<file path="src/rtl/riscv_decode_issue_pkg.sv">
// Shared decode constants for the decode/issue stage: opcodes, class encodings,
// immediate formats and the opcode -> control decode table.
package riscv_decode_issue_pkg;

    localparam logic [6:0] OPC_LUI    = 7'b0110111;
    localparam logic [6:0] OPC_AUIPC  = 7'b0010111;
    localparam logic [6:0] OPC_JAL    = 7'b1101111;
    localparam logic [6:0] OPC_JALR   = 7'b1100111;
    localparam logic [6:0] OPC_BRANCH = 7'b1100011;
    localparam logic [6:0] OPC_LOAD   = 7'b0000011;
    localparam logic [6:0] OPC_STORE  = 7'b0100011;
    localparam logic [6:0] OPC_OP_IMM = 7'b0010011;
    localparam logic [6:0] OPC_OP     = 7'b0110011;
    localparam logic [6:0] OPC_SYSTEM = 7'b1110011;

    localparam logic [3:0] CLASS_LUI     = 4'd0;
    localparam logic [3:0] CLASS_AUIPC   = 4'd1;
    localparam logic [3:0] CLASS_JAL     = 4'd2;
    localparam logic [3:0] CLASS_JALR    = 4'd3;
    localparam logic [3:0] CLASS_BRANCH  = 4'd4;
    localparam logic [3:0] CLASS_LOAD    = 4'd5;
    localparam logic [3:0] CLASS_STORE   = 4'd6;
    localparam logic [3:0] CLASS_OP_IMM  = 4'd7;
    localparam logic [3:0] CLASS_OP      = 4'd8;
    localparam logic [3:0] CLASS_SYSTEM  = 4'd9;
    localparam logic [3:0] CLASS_ILLEGAL = 4'd15;

    typedef enum logic [2:0] {
        IMM_NONE, IMM_I, IMM_S, IMM_B, IMM_U, IMM_J
    } imm_fmt_e;

    typedef struct packed {
        logic [3:0] cls;
        imm_fmt_e   fmt;
        logic       use_rs1;
        logic       use_rs2;
        logic       writes;
    } dec_t;

    function automatic dec_t decode_opcode(input logic [6:0] op);
        dec_t d;
        d.cls     = CLASS_ILLEGAL;
        d.fmt     = IMM_NONE;
        d.use_rs1 = 1'b0;
        d.use_rs2 = 1'b0;
        d.writes  = 1'b0;
        case (op)
            OPC_LUI:    begin d.cls = CLASS_LUI;    d.fmt = IMM_U; d.writes = 1'b1; end
            OPC_AUIPC:  begin d.cls = CLASS_AUIPC;  d.fmt = IMM_U; d.writes = 1'b1; end
            OPC_JAL:    begin d.cls = CLASS_JAL;    d.fmt = IMM_J; d.writes = 1'b1; end
            OPC_JALR:   begin d.cls = CLASS_JALR;   d.fmt = IMM_I; d.writes = 1'b1; d.use_rs1 = 1'b1; end
            OPC_BRANCH: begin d.cls = CLASS_BRANCH; d.fmt = IMM_B; d.use_rs1 = 1'b1; d.use_rs2 = 1'b1; end
            OPC_LOAD:   begin d.cls = CLASS_LOAD;   d.fmt = IMM_I; d.writes = 1'b1; d.use_rs1 = 1'b1; end
            OPC_STORE:  begin d.cls = CLASS_STORE;  d.fmt = IMM_S; d.use_rs1 = 1'b1; d.use_rs2 = 1'b1; end
            OPC_OP_IMM: begin d.cls = CLASS_OP_IMM; d.fmt = IMM_I; d.writes = 1'b1; d.use_rs1 = 1'b1; end
            OPC_OP:     begin d.cls = CLASS_OP;     d.writes = 1'b1; d.use_rs1 = 1'b1; d.use_rs2 = 1'b1; end
            OPC_SYSTEM: begin d.cls = CLASS_SYSTEM; d.fmt = IMM_I; d.writes = 1'b1; end
            default:    ;
        endcase
        return d;
    endfunction

endpackage

</file>
<file path="src/rtl/riscv_imm_gen.sv">
// Combinational RISC-V immediate extraction, sign-extended to 32 bits.
module riscv_imm_gen
    import riscv_decode_issue_pkg::*;
(
    input  logic [31:0] instr,
    input  imm_fmt_e    fmt,
    output logic [31:0] imm
);

    always_comb begin
        imm = '0;
        case (fmt)
            IMM_I: imm = {{20{instr[31]}}, instr[31:20]};
            IMM_S: imm = {{20{instr[31]}}, instr[31:25], instr[11:7]};
            IMM_B: imm = {{19{instr[31]}}, instr[31], instr[7], instr[30:25], instr[11:8], 1'b0};
            IMM_U: imm = {instr[31:12], 12'h000};
            IMM_J: imm = {{11{instr[31]}}, instr[31], instr[19:12], instr[20], instr[30:21], 1'b0};
            default: imm = '0;
        endcase
    end

endmodule

</file>
<file path="src/rtl/riscv_decode_issue.sv">
// Decode/issue stage: decodes fetch instructions, stalls on RAW/WAW via a busy
// scoreboard, and registers operands into the ID/EX register.
module riscv_decode_issue
    import riscv_decode_issue_pkg::*;
#(
    parameter int BUS_WIDTH      = 32,
    parameter int REG_ADDR_WIDTH = 5
) (
    input  logic                      i_CLK,
    input  logic                      i_RSTn,
    input  logic                      i_IF_VALID,
    output logic                      o_IF_READY,
    input  logic [31:0]               i_IF_INSTR,
    input  logic [BUS_WIDTH-1:0]      i_IF_PC,
    output logic [REG_ADDR_WIDTH-1:0] o_RR1,
    output logic [REG_ADDR_WIDTH-1:0] o_RR2,
    input  logic [BUS_WIDTH-1:0]      i_DATA1,
    input  logic [BUS_WIDTH-1:0]      i_DATA2,
    input  logic                      i_WB_VALID,
    input  logic [REG_ADDR_WIDTH-1:0] i_WB_RD,
    input  logic                      i_FLUSH,
    output logic                      o_EX_VALID,
    input  logic                      i_EX_READY,
    output logic [BUS_WIDTH-1:0]      o_EX_PC,
    output logic [BUS_WIDTH-1:0]      o_EX_OP1,
    output logic [BUS_WIDTH-1:0]      o_EX_OP2,
    output logic [BUS_WIDTH-1:0]      o_EX_IMM,
    output logic [REG_ADDR_WIDTH-1:0] o_EX_RD,
    output logic [2:0]                o_EX_FUNCT3,
    output logic                      o_EX_F7B5,
    output logic [3:0]                o_EX_CLASS,
    output logic                      o_EX_WEN,
    output logic                      o_EX_ILLEGAL
);

    localparam int REG_DEPTH = 1 << REG_ADDR_WIDTH;

    logic [REG_DEPTH-1:0]      sb, sb_next, wb_mask, busy_vec;
    logic [REG_ADDR_WIDTH-1:0] rs1, rs2, rd;
    dec_t                      dec;
    logic [31:0]               imm;
    logic                      wen, illegal, hazard, accept;

    assign rs1   = i_IF_INSTR[19:15];
    assign rs2   = i_IF_INSTR[24:20];
    assign rd    = i_IF_INSTR[11:7];
    assign o_RR1 = rs1;
    assign o_RR2 = rs2;

    riscv_imm_gen u_imm_gen (
        .instr (i_IF_INSTR),
        .fmt   (dec.fmt),
        .imm   (imm)
    );

    // A same-cycle writeback is visible on i_DATA*, so it masks the busy bit.
    always_comb begin
        dec     = decode_opcode(i_IF_INSTR[6:0]);
        illegal = (dec.cls == CLASS_ILLEGAL);
        wen     = dec.writes & (rd != '0);
        wb_mask = '0;
        if (i_WB_VALID) wb_mask[i_WB_RD] = 1'b1;
        busy_vec    = sb & ~wb_mask;
        busy_vec[0] = 1'b0;
        hazard = (dec.use_rs1 & busy_vec[rs1])
               | (dec.use_rs2 & busy_vec[rs2])
               | (wen & busy_vec[rd]);
        accept = i_RSTn & i_IF_VALID & ~hazard & ~i_FLUSH & (~o_EX_VALID | i_EX_READY);
    end

    assign o_IF_READY = accept;

    // Clear on WB (and on squash of a held writer) first; a new issue's set wins.
    always_comb begin
        sb_next = sb & ~wb_mask;
        if (i_FLUSH && o_EX_VALID && o_EX_WEN) sb_next[o_EX_RD] = 1'b0;
        if (accept && wen) sb_next[rd] = 1'b1;
        sb_next[0] = 1'b0;
    end

    always_ff @(posedge i_CLK) begin
        if (!i_RSTn) begin
            sb           <= '0;
            o_EX_VALID   <= 1'b0;
            o_EX_PC      <= '0;
            o_EX_OP1     <= '0;
            o_EX_OP2     <= '0;
            o_EX_IMM     <= '0;
            o_EX_RD      <= '0;
            o_EX_FUNCT3  <= '0;
            o_EX_F7B5    <= 1'b0;
            o_EX_CLASS   <= '0;
            o_EX_WEN     <= 1'b0;
            o_EX_ILLEGAL <= 1'b0;
        end else begin
            sb <= sb_next;
            if (i_FLUSH) begin
                o_EX_VALID <= 1'b0;
            end else if (accept) begin
                o_EX_VALID   <= 1'b1;
                o_EX_PC      <= i_IF_PC;
                o_EX_OP1     <= dec.use_rs1 ? i_DATA1 : '0;
                o_EX_OP2     <= dec.use_rs2 ? i_DATA2 : '0;
                o_EX_IMM     <= imm;
                o_EX_RD      <= rd;
                o_EX_FUNCT3  <= i_IF_INSTR[14:12];
                o_EX_F7B5    <= i_IF_INSTR[30];
                o_EX_CLASS   <= dec.cls;
                o_EX_WEN     <= wen;
                o_EX_ILLEGAL <= illegal;
            end else if (i_EX_READY) begin
                o_EX_VALID <= 1'b0;
            end
        end
    end

endmodule
</file>
<file path="config.mk">
export PLATFORM = sky130hd
export DESIGN_NAME = riscv_decode_issue
export DESIGN_NICKNAME = d
export VERILOG_FILES = /design/src/rtl/riscv_decode_issue_pkg.sv /design/src/rtl/riscv_imm_gen.sv /design/src/rtl/riscv_decode_issue.sv
export SDC_FILE = /design/constraint.sdc
export NUM_CORES = 1
export LEC_CHECK = 0
export ABC_AREA = 1
export BUFFER_PORTS_ARGS = -buffer_cell sky130_fd_sc_hd__buf_2
export CAP_MARGIN = 10
export CORE_UTILIZATION = 37
export DETAILED_ROUTE_END_ITERATION = 7
export PLACE_DENSITY = 0.67
export SYNTH_ARGS = -nofsm -noshare
export SYNTH_HDL_FRONTEND = slang
export SYNTH_SLANG_ARGS = --single-unit
export TNS_END_PERCENT = 100
</file>
<file path="constraint.sdc">
create_clock -name i_CLK -period 2.55 [get_ports i_CLK]
set_input_delay 0.51 -clock i_CLK [delete_from_list [all_inputs] [get_ports i_CLK]]
set_output_delay 0.51 -clock i_CLK [all_outputs]
set_load 0.03 [all_outputs]
</file>
==> impl_metrics.py, run 1 <==
metrics = {
    "grt": {
        "grt_pass1_vias": 9371,
        "overflow": 0,
        "grt_usage_pct": 26.9,
        "grt_pass1_wl_mm": 50.2,
        "grt_antenna_before_repair": 1,
        "grt_max_degree": 65,
    },
    "clocking": {
        "cts.sinks": 175,
        "cts_tree": "built",
        "clk_pin_slew_worst_paths_ns": 0.08,
        "numCtsBuffers": 17,
        "root_buffer": "clkbuf_16",
        "holdBufCountCts": 0,
        "clk_path_buf_depth": 2,
        "h-tree-depth": 4,
        "clk-insertion-delay-late_ns": 0.44,
    },
    "yosys": {
        "synthArstFlopShare_pct": 0,
        "synth_area_um2": 8470,
        "ys_seq_elements": 175,
        "yosysSeqAreaShare_pct": 41.3,
        "synth_top_area_cell": "dfxtp_1",
        "ys_top_cells_by_count": "nand3_1, nand2_1, nor2_1",
        "synthFlopType": "dfxtp_1",
        "synth_area_leaders": "dfxtp_1, nand3_1, nand2_1, nor2_1, a21oi_1",
        "synth_cells": 1249,
        "syn-mean-instance-area_um2": 6.78,
        "synth_top_cell_area_share_pct": 41.3,
        "synth_edf_count": 0,
        "synth_fp_nets": 1388,
        "synth_cell_types": 31,
        "synth_most_common_cell": "nand3_1",
        "ys_warn_count": 0,
    },
    "worst_setup_path": {
        "path_buf_inv": 3,
        "r2r-start": "sb[12]",
        "path_class": "input pin to primary output",
        "worstPathArrival_ns": 2.17,
        "start_kind": "input pin",
        "crit_chain": "buf_12 > nand2_4 > nor2_4 > buf_12 > nand2_4 > nand3_1 > nand3_1 > nand3_1 > nand3_1 > nand3_2 > nand2_2 > nand2_4 > nand3_4 > nor2_4 > buf_6",
        "crit_path_end_kind": "primary output",
        "cpPeakStageDelay_ns": 0.19,
        "cp_common_cell": "nand3_1",
        "r2r_cells": 17,
        "crit_fanout": 5,
        "cp_slowest_cell": "nor2_4",
        "rrSetupSlack_ns": 0.06,
        "worstPathRequired_ns": 2.04,
        "r2r_end": "sb[12]",
        "startpoint": "i_WB_VALID",
        "crit_family": "simple AND/OR/NAND/NOR gates",
    },
    "outcome": {
        "failed_checks": "negative setup slack",
        "status": "finished, violations left",
    },
    "cells_and_area": {
        "nets": 1749,
        "drive_gt1_share_pct": 34.4,
        "fill_cells": 2224,
        "syn_to_final_growth_pct": 44.3,
    },
    "place": {
        "gp_congestion": 0.984,
        "io_buffer_count": 293,
        "dp.final_hpwl_mm": 22.5,
        "place_ws_ns": -0.343,
    },
    "route": {
        "routedWlPerCell_um": 17.0,
        "vias_per_cell": 5.31,
        "ant_nets": 0,
        "vias": 10146,
        "drc": 0,
        "firstDrtPassIters": 5,
        "totalWireLength_mm": 32.5,
        "drt_iter0_markers": 1051,
    },
    "floorplanning": {
        "io_pins": 294,
        "dieArea_um2": 23500,
        "die-width_um": 153,
        "initial_utilization_pct": 37.5,
        "fp-row-count": 55,
        "coreArea_um2": 22600,
        "die_y_um": 153,
    },
    "sta": {
        "finalClockSkew_ns": 0.0200,
        "fin_ws_ns": -0.132,
        "max_clock_freq_mhz": 373,
        "rsz0062_at_grt": "true",
        "setup_violations": 2,
        "period_share_pct": 105,
        "maxSlewViolCount": 0,
        "tightest_slew_ns": 0.717,
        "hold_viol": 0,
        "slew_headroom_pct": 52.2,
        "post-route-min-period_ns": 2.68,
    },
    "power": {
        "vdd_drop_max_uv": 399,
        "leakage_nw": 5.41,
        "p_per_area_nw_per_um2": 544,
        "power_mw": 6.65,
    },
    "hold_path": {
        "min_to": "o_EX_PC[20]",
        "holdPathStages": 3,
        "min_from": "i_IF_PC[20]",
        "hp-class": "input pin to flip-flop",
    },
    "flow_run": {
        "max_cap_viol_count": 0,
    },
}
[layout by cell type, fill, tap and decap left out, types with 17 or more instances in the layout]
| cell type | Yosys | final |
|---|---|---|
| o21ai_0 | 81 | 79 |
| inv_1 | 56 | 52 |
| buf_12 | 0 | 19 |
| nand2_4 | 0 | 17 |
| o21bai_1 | 22 | 21 |
| nand2_2 | 1 | 38 |
| buf_2 | 20 | 286 |
| dfxtp_1 | 175 | 175 |
| a21oi_1 | 129 | 128 |
| nor2_1 | 183 | 172 |
| nand3_1 | 239 | 229 |
| clkbuf_16 | 0 | 18 |
| nand2_1 | 228 | 172 |
| buf_4 | 14 | 106 |
[tightest hold or removal path, stage by stage]
cell and delay (ns):
buf_2 0.07, o21ai_0 0.07, nor2_1 0.07
[power by group]
part,internal (mW),switching [mW]
registers,2.80,0.0363
clock network,1.44,1.33
logic,0.371,0.674
[cell type report]
cell class	count	area (um^2)	share of cell area (%)
antenna	1	2.50	0.0205
clock inverter	15	213	1.74
timing repair buffer	426	2810	23.0
multi-input combinational	927	4650	38.1
clock buffer	17	425	3.48
sequential	175	3500	28.7
inverter	63	258	2.11
tap	285	357	2.92
[flip-flops by register name (all words and copies together), names as in the netlist]
signal,cells
o_EX_VALID,1
o_EX_IMM,32
o_EX_ILLEGAL,1
o_EX_F7B5,1
o_EX_FUNCT3,3
o_EX_CLASS,4
o_EX_WEN,1
o_EX_OP1,32
sb,31
o_EX_OP2,32
o_EX_PC,32
o_EX_RD,5
[per-stage QoR]
stage	hold slack [ns]	cell area, um^2	utilization (%)	TNS (ns)	instances
after floorplan	0.506	8480	-	0	1249
after global placement	0.447	10700	47.6	-32.78	1838
after detailed placement	0.452	10700	47.6	-41.11	1838
after CTS	0.304	11900	52.7	-0.0987	1904
after global routing	0.306	12200	54.2	-0.340	1909
final	0.319	12200	54.2	-0.201	1909
[logic make-up after synthesis]
family                 after synthesis  share of synthesized area (%)
AO/OA/AOI/OAI                      255                           16.1
buffers and inverters              147                           8.40
flip-flops                         175                           41.3
AND/OR/NAND/NOR                    672                           34.1
[metal layers]
| layer | GRT usage [%] | wire (um) |
|---|---|---|
| met2 | 42.9 | 14600 |
| met4 | 10.5 | 1110 |
| met5 | 0 | 0 |
| met3 | 5.44 | 3020 |
| met1 | 35.5 | 13700 |
[repair_timing]
action / 4_1_cts / 5_1_grt
endpoints found under the setup margin: 1 / 145
resized for setup: 83 / 74
cloned: 1 / 1
setup buffers: 33 / 4
pin swaps: 25 / 30
[how the worst max path moves through the flow]
stage | endpoint | slack [ns] | depth (start not counted)
3_5_place_dp | sb[3] | -0.34 | 16
3_3_place_gp | sb[12] | -0.25 | 16
5_1_grt | o_IF_READY | -0.17 | 17
6_report | o_IF_READY | -0.13 | 15
2_1_floorplan | o_IF_READY | 0.002 | 14
4_1_cts | o_IF_READY | -0.09 | 18
Power figures use the tool's default switching activity.
==> run 2, diff against run 1 <==
--- a/config.mk
+++ b/config.mk
@@ -14,4 +14,4 @@
 export SYNTH_ARGS = -nofsm -noshare
 export SYNTH_HDL_FRONTEND = slang
 export SYNTH_SLANG_ARGS = --single-unit
-export TNS_END_PERCENT = 100
+export TNS_END_PERCENT = 1
==> run 2 against run 1 <==
Net effect:
- clock-buffer cell count unchanged
- critical endpoint unchanged
- routed wire length about the same
- the flow still finishes with violations (negative setup slack)
- worst hold slack got worse by 0.0028 ns
- core utilization increased by 0.13 points
- clock skew decreased by 0.00097 ns
==> impl_metrics.py, run 2 (synthesized netlist as in run 1, its figures left out) <==
metrics = {
    "outcome": {
        "status": "finished, violations left",
        "failed_checks": "negative setup slack",
    },
    "clocking": {
        "clk-insertion-delay-late_ns": 0.44,
        "cts_tree": "built",
        "root_buffer": "clkbuf_16",
        "clk_path_buf_depth": 2,
        "cts.sinks": 175,
        "h-tree-depth": 4,
        "holdBufCountCts": 0,
        "numCtsBuffers": 17,
        "clk_pin_slew_worst_paths_ns": 0.08,
    },
    "grt": {
        "grt_pass1_vias": 9371,
        "grt_usage_pct": 26.9,
        "overflow": 0,
        "grt_max_degree": 65,
        "grt_pass1_wl_mm": 50.2,
        "grt_antenna_before_repair": 1,
    },
    "worst_setup_path": {
        "start_kind": "input pin",
        "crit_path_end_kind": "primary output",
        "worstPathArrival_ns": 2.16,
        "cp_common_cell": "nand3_1",
        "startpoint": "i_WB_VALID",
        "path_class": "input pin to primary output",
        "crit_fanout": 5,
        "cp_slowest_cell": "nor2_4",
        "worstPathRequired_ns": 2.04,
        "crit_chain": "buf_12 > nand2_4 > nor2_4 > buf_12 > nand2_4 > nand3_1 > nand3_1 > nand3_1 > nand3_1 > nand3_2 > nand2_2 > nand2_4 > nand3_4 > nor2_4 > buf_6",
        "cpPeakStageDelay_ns": 0.19,
        "r2r-start": "sb[12]",
    },
    "power": {
        "p_comb_share_pct": 15.7,
        "p_per_area_nw_per_um2": 542,
        "vdd_drop_max_uv": 400,
        "leakage_nw": 5.43,
        "switching_share_pct": 30.7,
        "seqPwrFrac_pct": 42.6,
        "power_mw": 6.65,
        "intPower_mw": 4.60,
        "p_clk_share_pct": 41.7,
        "switchingPower_mw": 2.04,
    },
    "sta": {
        "slew_headroom_pct": 53.4,
        "rsz0062_at_grt": "true",
        "hold_viol": 0,
        "whs_ns": 0.316,
        "finalClockSkew_ns": 0.0190,
        "setup_violations": 2,
        "max_clock_freq_mhz": 375,
        "finalSetupTns_ns": -0.186,
        "tightest_slew_ns": 0.699,
        "period_share_pct": 105,
        "fin_ws_ns": -0.116,
        "post-route-min-period_ns": 2.67,
        "maxSlewViolCount": 0,
    },
    "route": {
        "ant_nets": 0,
        "vias": 10117,
        "vias_per_cell": 5.30,
        "drc": 0,
        "drt_iter0_markers": 950,
        "firstDrtPassIters": 5,
        "totalWireLength_mm": 32.5,
        "routedWlPerCell_um": 17.0,
    },
    "cells_and_area": {
        "layout_common_cells": "buf_2, nand3_1, dfxtp_1",
        "final_common_cell": "buf_2",
        "nets": 1750,
        "multi_input_area_um2": 4650,
        "drive_gt1_share_pct": 34.4,
        "final_cell_area_um2": 12300,
        "seq_area_um2": 3500,
        "syn_to_final_growth_pct": 44.6,
        "fill_cells": 2215,
    },
    "hold_path": {
        "min_from": "i_IF_PC[20]",
        "hp-class": "input pin to flip-flop",
    },
    "floorplanning": {
        "io_pins": 294,
        "die-width_um": 153,
        "fp-row-count": 55,
        "coreArea_um2": 22600,
        "dieArea_um2": 23500,
        "die_y_um": 153,
        "initial_utilization_pct": 37.5,
    },
    "place": {
        "gp_congestion": 0.984,
        "place_area_um2": 10700,
        "dp.final_hpwl_mm": 22.5,
        "io_buffer_count": 293,
    },
    "flow_run": {
        "max_cap_viol_count": 0,
    },
}
## run 2: metrics by stage
step | instances | worst slack (ns) | util (%)
floorplan | 1249 | 0.00232 | -
global placement | 1838 | -0.255 | 47.6
detailed placement | 1838 | -0.343 | 47.6
CTS | 1904 | -0.0866 | 52.7
global route | 1910 | -0.169 | 54.3
finish | 1910 | -0.116 | 54.3
## run 2: critical path, delay by kind of cell
kind | cells | cell delay [ns]
simple gates | 12 | 1.21
buf+inv | 3 | 0.42
## run 2: worst paths after layout
kind	endpoint	slack (ns)	cells after the start
setup / recovery	o_IF_READY	-0.12	15
hold / removal	o_EX_PC[20]	0.32	3
setup reg to reg	sb[12]	0.06	17
hold reg to reg	o_EX_IMM[10]	0.46	2
## run 2: final cells by class
class | count | share of cell area, %
antenna | 1 | 0.0204
clock buffer | 17 | 3.47
clock inverter | 15 | 1.74
inverter | 63 | 2.10
multi-input combinational | 927 | 38.0
sequential | 175 | 28.6
tap | 285 | 2.91
timing repair buffer | 427 | 23.2
## run 2: power groups by stage
stage | Sequential (mW) | Combinational (mW) | Clock, mW
5_1_grt | 2.84 | 1.12 | 2.93
6_report | 2.83 | 1.04 | 2.77
4_1_cts | 2.83 | 0.988 | 2.83
3_3_place_gp | 2.89 | 0.943 | 0
2_1_floorplan | 3.02 | 0.397 | 0
3_5_place_dp | 2.90 | 0.945 | 0
## run 2: layer usage
layer  global-route usage (%)  vias to the layer above  share of wire, %
met5                        0                        -                 0
met4                     10.5                        0               3.2
met3                     5.44                       76               9.2
met2                     42.9                      498                45
met1                     35.5                     4645                42
li1                         -                     4898                 -
## run 2: what timing repair did
action / in CTS / in global routing
gates resized for setup: 83 / 80
setup endpoints to repair: 1 / 145
setup buffers: 33 / 4
cloned: 1 / 1
pin swaps: 25 / 30
